--- config.mk ---
export PLATFORM = sky130hd
export DESIGN_NAME = if_prefetch_queue_flat
export DESIGN_NICKNAME = d
export VERILOG_FILES = /design/src/rtl/if_prefetch_queue_if.sv /design/src/rtl/if_prefetch_queue.sv /design/src/flat_wrapper.sv
export SDC_FILE = /design/constraint.sdc
export NUM_CORES = 1
export LEC_CHECK = 0
export ABC_CLOCK_PERIOD_IN_PS = 4100
export BUFFER_PORTS_ARGS = -buffer_cell sky130_fd_sc_hd__buf_4
export CORE_ASPECT_RATIO = 0.8
export CORE_MARGIN = 4
export CORE_UTILIZATION = 45
export CTS_CLUSTER_DIAMETER = 50
export DETAILED_ROUTE_END_ITERATION = 10
export PLACE_DENSITY = 0.67
export SLEW_MARGIN = 10
export SYNTH_ARGS = -nofsm -noshare
export SYNTH_HDL_FRONTEND = slang
export SYNTH_SLANG_ARGS = --single-unit
--- constraint.sdc ---
create_clock -name clk -period 4.1 [get_ports clk]
set_input_delay 0.205 -clock clk [delete_from_list [all_inputs] [get_ports clk]]
set_output_delay 0.205 -clock clk [all_outputs]
set_load 0.02 [all_outputs]
--- src/rtl/if_prefetch_queue_if.sv ---
// Bus between the instruction-fetch prefetch queue, the instruction SRAM and ID.
// The master side is the prefetch queue; the slave side is the SRAM/ID environment.
interface if_prefetch_queue_if #(
  parameter int ADDR_W = 32,
  parameter int DATA_W = 32,
  parameter int CNT_W  = 3
);
  logic              inst_sram_en;
  logic [ADDR_W-1:0] inst_sram_addr;
  logic [DATA_W-1:0] inst_sram_rdata;
  logic              br_taken;
  logic [ADDR_W-1:0] br_target;
  logic              id_allow_in;
  logic              if_to_id_valid;
  logic [ADDR_W-1:0] if_pc;
  logic [DATA_W-1:0] if_inst;
  logic [CNT_W-1:0]  queue_count;

  modport master (
    output inst_sram_en, inst_sram_addr, if_to_id_valid, if_pc, if_inst, queue_count,
    input  inst_sram_rdata, br_taken, br_target, id_allow_in
  );

  modport slave (
    input  inst_sram_en, inst_sram_addr, if_to_id_valid, if_pc, if_inst, queue_count,
    output inst_sram_rdata, br_taken, br_target, id_allow_in
  );
endinterface

--- src/rtl/if_prefetch_queue.sv ---
// Instruction-fetch front end: issues sequential fetches to a synchronous-read
// SRAM, buffers returned instructions in a DEPTH-entry FIFO and hands them to ID.
// A taken branch from ID flushes buffered and in-flight fetches and redirects fpc.
module if_prefetch_queue #(
  parameter int              ADDR_W   = 32,
  parameter int              DATA_W   = 32,
  parameter int              DEPTH    = 4,
  parameter logic [ADDR_W-1:0] RESET_PC = 32'h1c000000,
  parameter int              CNT_W    = $clog2(DEPTH) + 1
) (
  input  logic                clk,
  input  logic                resetn,
  if_prefetch_queue_if.master bus
);

  localparam int PTR_W = $clog2(DEPTH);

  logic [ADDR_W-1:0] fpc;
  logic [ADDR_W-1:0] req_pc_q;
  logic              req_q;
  logic              kill_q;
  logic [CNT_W-1:0]  count;
  logic [PTR_W-1:0]  rd_ptr;
  logic [PTR_W-1:0]  wr_ptr;
  logic [ADDR_W-1:0] pc_mem   [DEPTH];
  logic [DATA_W-1:0] inst_mem [DEPTH];

  logic             valid;
  logic             pop;
  logic             push;
  logic             issue;
  logic [CNT_W:0]   credit;

  // Handshake, push/pop and the credit check that reserves a slot per in-flight request.
  always_comb begin
    // NOTE: every always_comb output gets a value on every path; otherwise a latch is inferred.
    valid  = 1'b0;
    pop    = 1'b0;
    push   = 1'b0;
    credit = '0;
    issue  = 1'b0;

    valid  = resetn & (count != '0) & ~bus.br_taken;
    pop    = valid & bus.id_allow_in;
    push   = req_q & ~bus.br_taken & ~kill_q;
    credit = {1'b0, count} + {{CNT_W{1'b0}}, req_q} - {{CNT_W{1'b0}}, pop};
    issue  = resetn & ~bus.br_taken & (credit < (CNT_W+1)'(DEPTH));
  end

  // Fetch PC, request tracking, pointers and occupancy; flush wins over everything but reset.
  always_ff @(posedge clk) begin
    // NOTE: sequential state uses non-blocking assignments so all registers update from pre-edge values.
    if (!resetn) begin
      fpc    <= RESET_PC;
      count  <= '0;
      rd_ptr <= '0;
      wr_ptr <= '0;
      req_q  <= 1'b0;
      kill_q <= 1'b0;
    end else if (bus.br_taken) begin
      fpc    <= bus.br_target;
      count  <= '0;
      rd_ptr <= '0;
      wr_ptr <= '0;
      req_q  <= 1'b0;
      kill_q <= req_q;
    end else begin
      req_q  <= issue;
      kill_q <= 1'b0;
      if (issue) begin
        req_pc_q <= fpc;
        fpc      <= fpc + ADDR_W'(4);
      end
      if (push) wr_ptr <= wr_ptr + 1'b1;
      if (pop)  rd_ptr <= rd_ptr + 1'b1;
      case ({push, pop})
        2'b10:   count <= count + 1'b1;
        2'b01:   count <= count - 1'b1;
        default: ;
      endcase
    end
  end

  // FIFO storage: the pc travels with the returned instruction word.
  always_ff @(posedge clk) begin
    // NOTE: storage is not reset; count and the pointers alone decide which entries are live.
    if (push) begin
      pc_mem[wr_ptr]   <= req_pc_q;
      inst_mem[wr_ptr] <= bus.inst_sram_rdata;
    end
  end

  assign bus.inst_sram_en   = issue;
  assign bus.inst_sram_addr = fpc;
  assign bus.if_to_id_valid = valid;
  assign bus.if_pc          = pc_mem[rd_ptr];
  assign bus.if_inst        = inst_mem[rd_ptr];
  assign bus.queue_count    = resetn ? count : '0;

`ifndef SYNTHESIS
  // The credit check must make a push into a full queue impossible.
  a_no_push_when_full: assert property (
    @(posedge clk) disable iff (!resetn) !(push && (count == CNT_W'(DEPTH)))
  ) else $error("prefetch queue: push while full");
`endif

endmodule

--- src/flat_wrapper.sv ---
// flat-port wrapper written by rule: the top's interface ports become plain ports
module if_prefetch_queue_flat 
#(
  parameter int              ADDR_W   = 32,
  parameter int              DATA_W   = 32,
  parameter int              DEPTH    = 4,
  parameter logic [ADDR_W-1:0] RESET_PC = 32'h1c000000,
  parameter int              CNT_W    = $clog2(DEPTH) + 1
)
  (clk, resetn, bus_inst_sram_en, bus_inst_sram_addr, bus_if_to_id_valid, bus_if_pc, bus_if_inst, bus_queue_count, bus_inst_sram_rdata, bus_br_taken, bus_br_target, bus_id_allow_in);
  if_prefetch_queue_if #(.ADDR_W(ADDR_W), .DATA_W(DATA_W), .CNT_W(CNT_W)) bus_i ();
  input  logic clk;
  input  logic resetn;
  output wire logic [$bits(bus_i.inst_sram_en)-1:0] bus_inst_sram_en;
  output wire logic [$bits(bus_i.inst_sram_addr)-1:0] bus_inst_sram_addr;
  output wire logic [$bits(bus_i.if_to_id_valid)-1:0] bus_if_to_id_valid;
  output wire logic [$bits(bus_i.if_pc)-1:0] bus_if_pc;
  output wire logic [$bits(bus_i.if_inst)-1:0] bus_if_inst;
  output wire logic [$bits(bus_i.queue_count)-1:0] bus_queue_count;
  input wire logic [$bits(bus_i.inst_sram_rdata)-1:0] bus_inst_sram_rdata;
  input wire logic [$bits(bus_i.br_taken)-1:0] bus_br_taken;
  input wire logic [$bits(bus_i.br_target)-1:0] bus_br_target;
  input wire logic [$bits(bus_i.id_allow_in)-1:0] bus_id_allow_in;
  assign bus_inst_sram_en = bus_i.inst_sram_en;
  assign bus_inst_sram_addr = bus_i.inst_sram_addr;
  assign bus_if_to_id_valid = bus_i.if_to_id_valid;
  assign bus_if_pc = bus_i.if_pc;
  assign bus_if_inst = bus_i.if_inst;
  assign bus_queue_count = bus_i.queue_count;
  assign bus_i.inst_sram_rdata = bus_inst_sram_rdata;
  assign bus_i.br_taken = bus_br_taken;
  assign bus_i.br_target = bus_br_target;
  assign bus_i.id_allow_in = bus_id_allow_in;
  if_prefetch_queue #(.ADDR_W(ADDR_W), .DATA_W(DATA_W), .DEPTH(DEPTH), .RESET_PC(RESET_PC), .CNT_W(CNT_W)) u_core (.clk(clk), .resetn(resetn), .bus(bus_i));
endmodule
# Word-level counts from Yosys, hierarchy flattened
# Memory sizes are Yosys's and may differ from the RTL's. A register that Yosys moved wholly into a read port is not among the register bits.
# Index checks and enable logic that the tools add are counted.
[word_totals]
register_bits = 73
ramBits = 256
output_inout_bits = 101
elab_cells = 45
n_memories = 2
[classes]
addsub = 7
n_lt_le_gt_ge = 1
n_eq_ne = 2
mux = 10
n_bitwise = 10
reduce_logical = 6
[memory_table]
columns = ["memory", "words", "width", "read_ports", "rd_clocked_by_memory_dff", "wr", "line_no", "text"]
rows = [
  ["u_core.inst_mem", 4, 32, 1, 1, 1, "if_prefetch_queue.sv:26", "logic [DATA_W-1:0] inst_mem [DEPTH];"],
  ["u_core.pc_mem", 4, 32, 1, 1, 1, "if_prefetch_queue.sv:25", "logic [ADDR_W-1:0] pc_mem [DEPTH];"],
]
[ops]
columns = ["operator", "count"]
rows = [
  ["$mux 32", 2],
  ["$add 32x3->32 const B", 1],
  ["$mux 2", 4],
  ["$and 1x1->1", 7],
  ["$pmux 3 s2", 1],
  ["$add 2x1->2 const B", 2],
  ["$add 3x1->4", 1],
  ["$lt 4x3->1 const B", 1],
  ["$reduce_bool 2->1", 2],
  ["$sub 4x1->4", 1],
  ["$add 3x1->3 const B", 1],
  ["$mux 3", 1],
  ["$not 1->1", 3],
  ["$reduce_and 3->1", 1],
  ["$reduce_bool 3->1", 1],
  ["$sub 3x1->3 const B", 1],
  ["$eq 2x1->1 const B", 1],
  ["$eq 2x2->1 const B", 1],
  ["$mux 1", 2],
  ["$reduce_and 2->1", 1],
  ["$reduce_or 2->1", 1],
]

# Depth between registers and ports, before layout
# Gate-level depths: netlist of the first run.
[logic_depth]
depth_word = 9
depth_mapped = 13

# Least setup slack after synthesis of the first run
# Ideal clock, no wire load.
[synth_path]
path_kind = "input port to flip-flop"
start = "input bus_br_taken"
end = "register u_core.req_pc_q[0] (enable)"
arrival_time_ps = 4122
required_time_ps = 3666
setup_slack_ps = -456
path_stages = 12
path_buffers = 3
cell_sequence = "nand2b_1 clkbuf_1 nor3b_1 ha_1 inv_1 ha_1 and3b_4 or4_4 buf_6 and3_4 buf_6 nor2_1"
[synth_via]
elab_chain_len = 7
elab_cells_between_ends = 8
[synth_rtl]
columns = ["item", "line_no", "text"]
rows = [
  ["from (decl)", "flat_wrapper.sv:21", "input wire logic [$bits(bus_i.br_taken)-1:0] bus_br_taken;"],
  ["$not 1->1", "if_prefetch_queue.sv:43", "valid = resetn & (count != '0) & ~bus.br_taken;"],
  ["$and 1x1->1", "if_prefetch_queue.sv:43", ""],
  ["$and 1x1->1", "if_prefetch_queue.sv:44", "pop = valid & bus.id_allow_in;"],
  ["net u_core.pop", "if_prefetch_queue.sv:29", "logic pop;"],
  ["$sub 4x1->4", "if_prefetch_queue.sv:46", "credit = {1'b0, count} + {{CNT_W{1'b0}}, req_q} - {{CNT_W{1'b0}}, pop};"],
  ["$lt 4x3->1", "if_prefetch_queue.sv:47", "issue = resetn & ~bus.br_taken & (credit < (CNT_W+1)'(DEPTH));"],
  ["$and 1x1->1", "if_prefetch_queue.sv:47", ""],
  ["net bus_inst_sram_en", "flat_wrapper.sv:14", "output wire logic [$bits(bus_i.inst_sram_en)-1:0] bus_inst_sram_en;"],
  ["$reduce_and 3->1 (no source line)", "-", ""],
  ["to (signal assigned)", "if_prefetch_queue.sv:71", "req_pc_q <= fpc;"],
  ["to (decl)", "if_prefetch_queue.sv:19", "logic [ADDR_W-1:0] req_pc_q;"],
]
# The timed path passes the listed nets, and every way through them passes these cells.
# A chain may end at the register's enable or synchronous reset.

# Final worst setup path of the first run
[layout_path]
start = "register u_core.count[2]"
end = "output bus_inst_sram_en"
[layout_via]
elab_chain_len = 7
elab_cells_between_ends = 8
[layout_rtl]
columns = ["item", "line_no", "text"]
rows = [
  ["from (decl)", "if_prefetch_queue.sv:22", "logic [CNT_W-1:0] count;"],
  ["from (signal assigned)", "if_prefetch_queue.sv:77", "2'b10: count <= count + 1'b1;"],
  ["from (signal assigned)", "if_prefetch_queue.sv:78", "2'b01: count <= count - 1'b1;"],
  ["$reduce_bool 3->1", "if_prefetch_queue.sv:43", ""],
  ["$and 1x1->1 (2 in series)", "if_prefetch_queue.sv:43", ""],
  ["$and 1x1->1", "if_prefetch_queue.sv:44", ""],
  ["net u_core.pop", "if_prefetch_queue.sv:29", ""],
  ["$sub 4x1->4", "if_prefetch_queue.sv:46", ""],
  ["$lt 4x3->1", "if_prefetch_queue.sv:47", ""],
  ["$and 1x1->1", "if_prefetch_queue.sv:47", ""],
  ["to (decl)", "flat_wrapper.sv:14", ""],
]
# The timed path passes the listed nets, and every way through them passes these cells.

==> flow_metrics.env, run 1 <==
export IMPL_status="completed"
export IMPL_tns_ns=0
export IMPL_grt_overflow_total=0
export IMPL_netlist_area_sq_um=12700
export IMPL_seqCellArea_sq_um=9520
export IMPL_die_area_sq_um=30900
export IMPL_met3_usage=0.0343
export IMPL_path_clk_slew_ns=0.06
export IMPL_routed_wl_mm=27.0
export IMPL_slowest_stage="or4_4"
export IMPL_post_place_ws_ns=0.380
export IMPL_timing_final_crit_share=0.907
export IMPL_crit_buf_inv=3
export IMPL_layout_setup_ws_ns=0.382
export IMPL_fmax_mhz=269
export IMPL_syn_num_nets=750
export IMPL_pwr_share_seq=0.518
export IMPL_cap_viol_max_count=0
export IMPL_cts_tree="built"
export IMPL_multi_input_area_sq_um=2980
export IMPL_p_sw_uw=1510
export IMPL_wl_per_cell_microns=20.9
export IMPL_top_usage_layer="met2"
export IMPL_crit_type="reg2out"
export IMPL_p_int_uw=5830
export IMPL_drcViolationCount=0
export IMPL_cts_sinks=331
export IMPL_worst_pin_slew_ns=1.01
export IMPL_whs_path_depth=3
export IMPL_clk_path_buf_depth=3
export IMPL_drive_gt1_frac=0.333
export IMPL_ys_warn_count=0
export IMPL_num_rows=54
export IMPL_ir_drop_mv=0.269
export IMPL_yosys_area_top_type_share=0.683
export IMPL_p_clk_frac=0.434
export IMPL_ys_seq_area_frac=0.751
export IMPL_r2r_start="u_core.count[2]"
export IMPL_utilization=0.584
export IMPL_initial_utilization=0.460
export IMPL_grt_max_degree=65
export IMPL_hold_viol=0
export IMPL_via_per_inst=5.40
export IMPL_power_density_nw_per_um2=457
export IMPL_fp_dieH_microns=158
export IMPL_pin_count=169
export IMPL_synthDistinctLibCells=44
export IMPL_via_count=6976
export IMPL_hold_slack_ns=0.0152
export IMPL_grt_pass1_vias=7208
export IMPL_startpoint_type="flop"
export IMPL_hp_start="bus_br_target[8]"
export IMPL_nNetsFinal=982
export IMPL_postCtsSetupRepairBufs=0
export IMPL_required_ns=3.89
export IMPL_final_antenna_net_count=0
export IMPL_crit_path_end_kind="output pin"
export IMPL_max_stage_delay_ns=0.61
export IMPL_hp_class="in2reg"
export IMPL_fillers=2077
export IMPL_dp_hpwl_mm=16.3
export IMPL_core_region_area_sq_um=27500
export IMPL_finalPower_uw=7330
export IMPL_use_met1=0.260
export IMPL_place_congestion=0.813
export IMPL_comb_power_share=0.048
export IMPL_rr_endpoint="u_core.req_pc_q[1]"
export IMPL_grt_use_met2=0.268
export IMPL_p_leak_uw=0.00539
export IMPL_min_delay_worst_endpoint="u_core.bus.inst_sram_addr[8]"
export IMPL_clock_root_buffer="clkbuf_16"
export IMPL_insertion_delay_ns=0.51
export IMPL_diodes=0
export IMPL_synth_top_area_cell="edfxtp_1"
export IMPL_maxSlewHeadroom=0.325
export IMPL_antenna_found_initial=0
export IMPL_syn2layout_area_growth_pct=26.8
export IMPL_syn_avg_cell_area_sq_um=18.8
export IMPL_grt_total_usage=0.174
export IMPL_grt_pass1_wl_mm=41.8
export IMPL_r2r_cells=11
export IMPL_report_final_slew_viol_count=0
export IMPL_path_delay_family="simple AND/OR/NAND/NOR gates"
export IMPL_postSynthCellCount=672
export IMPL_synth_edff_count=288
export IMPL_fin_crit_ns=3.72
export IMPL_chipWidth_microns=196
export IMPL_crit_chain="nor3_1, nor3b_1, buf_4, ha_1, inv_1, ha_1, and3b_4, or4_4, and3_4, nor2_4, buf_4"
export IMPL_synth_seq_cells=331
export IMPL_firstDrtPassIters=5
export IMPL_async_flop_share=0
export IMPL_io_buffers=168
export IMPL_rsz0062_at_grt="no"
export IMPL_drt_iter0_drc=454
export IMPL_rrSetupSlack_ns=0.70
export IMPL_fin_worst_skew_ns=0.0159
export IMPL_synth_area_leaders="edfxtp_1, mux4_2, dfxtp_1, xnor2_1, o21ai_0"
export IMPL_cts_htree_levels=2
export IMPL_swShare=0.205
export IMPL_yosys_most_used_dff="edfxtp_1"
export IMPL_setup_viol_count_final=0
export IMPL_cts_buffers=36
export IMPL_crit_arrival_ns=3.51
export IMPL_crit_fanout=18
==> stage by stage <==
stage	instance area, sq um	cells
global placement	14300	1176
global route	16100	1293
detailed placement	14300	1176
floorplan	12700	672
finish	16100	1293
CTS	16100	1293
==> routing by layer <==
| metal | routed length [microns] | vias up | part of all wire |
|---|---|---|---|
| li1 | - | 3193 | - |
| met1 | 12500 | 3500 | 0.46 |
| met2 | 12100 | 250 | 0.45 |
| met3 | 1960 | 33 | 0.072 |
| met4 | 421 | 0 | 0.016 |
| met5 | 0 | - | 0 |
==> how the worst max path moves through the flow <==
stage / endpoint / cells past startpoint / startpoint
after floorplan: u_core.req_pc_q[0] / 12 / bus_br_taken
after global placement: u_core.req_pc_q[6] / 12 / resetn
after detailed placement: u_core.req_pc_q[1] / 12 / resetn
after CTS: bus_inst_sram_en / 11 / u_core.count[2]
after global routing: bus_inst_sram_en / 11 / u_core.count[2]
final: bus_inst_sram_en / 11 / u_core.count[2]
==> placed cells by master, fill, tap and decap left out, types with 4 or more instances in the layout <==
cell type      Yosys  routed
edfxtp_1         288     288
buf_4              0     174
mux4_2            64      64
dlygate4sd3_1      0      54
dfxtp_1           43      41
clkbuf_16          0      37
o21ai_0           27      27
a21oi_1           21      21
nand2_1           19      19
nor2_1            19      18
xnor2_1           18      18
nand3_1           14      14
a31oi_1           12      12
nor3_1            11      11
inv_1             11      11
and4_1             9       9
ha_1               9       9
and3_1             8       8
a311oi_1           8       8
nand4_1            7       7
and2_1             9       5
and2_4             0       4
or4_1              4       4
mux2i_1            4       4
clkinv_1           0       4
clkbuf_8           0       4
==> flip-flops by register name (all words and copies together) (netlist names), named ones only <==
name,count
u_core.bus.inst_sram_addr,32
u_core.count,3
u_core.inst_mem,128
u_core.kill_q,1
u_core.pc_mem,128
u_core.rd_ptr,2
u_core.req_pc_q,32
u_core.req_q,1
u_core.wr_ptr,2
==> cells in the mapped netlist (2+ instances only) <==
cell type    n
xnor2_1     18
a21oi_1     21
buf_6        2
nor3b_1      2
edfxtp_1   288
mux4_2      64
o31ai_1      3
clkbuf_1    20
nor2b_1      3
a211oi_1     3
mux2i_1      4
o211ai_1     2
nand2_1     19
nand4_1      7
buf_1       11
dfxtp_1     43
xor2_1       3
o21ai_0     27
nor3_1      11
buf_2        2
and3_1       8
nand2b_1     2
or4_1        4
or4b_1       2
nand3_1     14
and4_1       9
a31oi_1     12
and2_1       9
ha_1         9
nor2_1      19
inv_1       11
a311oi_1     8
==> cells by family after synthesis <==
group,after synthesis,synth area share
flops,331,0.751
simple gates,114,0.0506
compound gates,82,0.0412
mux,68,0.117
buf+inv,46,0.0150
xor+xnor,21,0.0145
fa+ha+maj,10,0.0105
==> worst register-to-register path, stage by stage (launching register included) <==
cell and delay [ns]:
dfxtp_1 0.35, nor3_1 0.28, nor3b_1 0.10, buf_4 0.16, ha_1 0.18, inv_1 0.05
ha_1 0.22, and3b_4 0.19, or4_4 0.61, and3_4 0.29, nor2_4 0.35, buf_4 0.30
==> power by group through the flow <==
stage          clock, uW  combinational [uW]  sequential [uW]
5_1_grt             3420                 383             3800
3_3_place_gp           0                 312             3860
2_1_floorplan          0                 122             3870
3_5_place_dp           0                 316             3870
4_1_cts             3260                 359             3790
6_report            3180                 355             3800
==> area by class of cell <==
class,instances,share of cell area
inverters,11,0.00257
clock inverters,19,0.0127
clock buffers,44,0.0618
well taps,364,0.0284
flip-flops and latches,331,0.593
repair buffers,229,0.116
multi-input cells,295,0.186
==> repair_timing <==
item,in CTS,in global routing
endpoints found under the setup margin,0,1
gates resized for setup,0,1
hold endpoints to repair,150,0
hold buffers,54,0
Power figures use the tool's default switching activity.
==> run 2: changes to the inputs <==
==> constraint.sdc (replaced) <==
create_clock -name clk -period 4.1 [get_ports clk]
set_input_delay 0.82 -clock clk [delete_from_list [all_inputs] [get_ports clk]]
set_output_delay 0.82 -clock clk [all_outputs]
set_load 0.02 [all_outputs]
==> flow_metrics.env, run 2 (synthesis gave the netlist of run 1 again) <==
export IMPL_crit_chain="buf_4, nand2b_1, nor3b_4, ha_2, inv_1, ha_1, and3b_4, or4b_1, and3_4, nor2_4, buf_4"
export IMPL_wl_met3_mm=1.95
export IMPL_cts_tree="built"
export IMPL_grt_overflow_total=0
export IMPL_max_stage_delay_ns=0.50
export IMPL_grt_pass1_wl_mm=41.5
export IMPL_hold_slack_ns=0.483
export IMPL_p_leak_uw=0.00521
export IMPL_startpoint_type="input port"
export IMPL_fin_cells=1248
export IMPL_fp_dieH_microns=158
export IMPL_required_ns=3.28
export IMPL_cap_viol_max_count=0
export IMPL_clk_path_buf_depth=3
export IMPL_routed_wl_mm=26.4
export IMPL_power_density_nw_per_um2=462
export IMPL_maxSlewHeadroom=0.329
export IMPL_syn2layout_area_growth_pct=23.2
export IMPL_fin_crit_ns=3.82
export IMPL_firstDrtPassIters=5
export IMPL_num_rows=54
export IMPL_postCtsSetupRepairBufs=0
export IMPL_io_buffers=168
export IMPL_worst_pin_slew_ns=1.01
export IMPL_clock_root_buffer="clkbuf_16"
export IMPL_status="completed"
export IMPL_nNetsFinal=938
export IMPL_final_cell_area_sq_um=15600
export IMPL_cts_buffers=35
export IMPL_fmax_mhz=261
export IMPL_drt_iter0_drc=495
export IMPL_grt_pass1_vias=7066
export IMPL_initial_utilization=0.460
export IMPL_slowest_stage="or4b_1"
export IMPL_crit_path_frequent_cell="buf_4"
export IMPL_drcViolationCount=0
export IMPL_hold_buffers=0
export IMPL_via_per_inst=5.46
export IMPL_layout_common_cells="edfxtp_1, buf_4, mux4_2"
export IMPL_final_antenna_net_count=0
export IMPL_top_layer="met4"
export IMPL_core_region_area_sq_um=27500
export IMPL_crit_fanout=12
export IMPL_die_area_sq_um=30900
export IMPL_reg_top3="u_core.inst_mem x128, u_core.pc_mem x128"
export IMPL_place_inst=1187
export IMPL_cts_htree_levels=2
export IMPL_mostFrequentLayoutCell="edfxtp_1"
export IMPL_cts_resized=0
export IMPL_antenna_found_initial=0
export IMPL_grt_max_degree=65
export IMPL_rsz0062_at_grt="no"
export IMPL_place_congestion=0.772
export IMPL_wl_met2_mm=12.0
export IMPL_diodes=0
export IMPL_path_clk_slew_ns=0.06
export IMPL_chipWidth_microns=196
export IMPL_setup_viol_count_final=0
export IMPL_crit_path_end_kind="output pin"
export IMPL_timing_final_crit_share=0.933
export IMPL_insertion_delay_ns=0.50
export IMPL_via_count=6811
export IMPL_grt_total_usage=0.173
export IMPL_drive_gt1_frac=0.356
export IMPL_pin_count=169
export IMPL_crit_arrival_ns=3.00
export IMPL_drt_met1_wl_mm=12.0
export IMPL_wl_per_cell_microns=21.1
export IMPL_hp_class="reg2reg"
export IMPL_ir_drop_mv=0.406
export IMPL_fin_worst_skew_ns=0.0208
export IMPL_cts_sinks=331
export IMPL_report_final_slew_viol_count=0
export IMPL_placed_cell_area_sq_um=14500
export IMPL_hold_viol=0
export IMPL_crit_type="in2out"
export IMPL_dp_hpwl_mm=16.5
[run 2: changes by cell type in the layout (fill, tap and decap cells not counted), moves of 2 or more]
cell | previous run | this run
dlygate4sd3_1 | 54 | 0
buf_4 | 174 | 181
buf_12 | 1 | 5
clkbuf_8 | 4 | 0
clkbuf_1 | 3 | 6
clkinv_4 | 3 | 0
bufinv_16 | 3 | 5
clkbuf_16 | 37 | 35
clkinv_2 | 3 | 5
[run 2: critical path: cells and delay by family]
family / cells / cell delay [ns]
buffers and inverters: 3 / 0.29
and+or+nand+nor: 6 / 1.44
adders and majority gates: 2 / 0.45
[run 2: path summary, 6_finish.rpt]
check                                from             endpoint  slack, ns  cells after the start
min          u_core.bus.inst_sram_addr[0]   u_core.req_pc_q[0]       0.48                      0
max reg2reg               u_core.count[2]  u_core.req_pc_q[24]       0.96                     10
min reg2reg  u_core.bus.inst_sram_addr[0]   u_core.req_pc_q[0]       0.48                      0
max                          bus_br_taken     bus_inst_sram_en       0.28                     11
[run 2: area by class of cell]
class | count | area (sq um)
fillers | 2113 | 11900
flip-flops and latches | 331 | 9520
inverters | 11 | 41.3
well taps | 364 | 455
clock inverters | 20 | 234
repair buffers | 186 | 1460
multi-input cells | 295 | 2990
clock buffers | 41 | 898
[run 2: stage by stage]
| step | power [uW] | utilization | worst slack [ns] | TNS [ns] |
|---|---|---|---|---|
| floorplan | 3990 | - | -0.247 | -0.247 |
| global placement | 4180 | 0.526 | 0.315 | 0 |
| detailed placement | 4180 | 0.526 | 0.272 | 0 |
| CTS | 7290 | 0.567 | 0.263 | 0 |
| global route | 7470 | 0.567 | 0.152 | 0 |
| finish | 7200 | 0.567 | 0.275 | 0 |
[run 2: power by group]
group / internal (uW) / switching [uW] / leakage, uW / total (uW)
registers: 3730 / 64.3 / 0.00298 / 3790
clock network: 1890 / 1200 / 0.000546 / 3090
logic: 145 / 174 / 0.00168 / 318
[run 2: per-layer routing]
metal  GRT usage  vias up
met3      0.0404       41
met2       0.269      242
li1            -     3113
met5           0        -
met1       0.253     3415
met4      0.0386        0
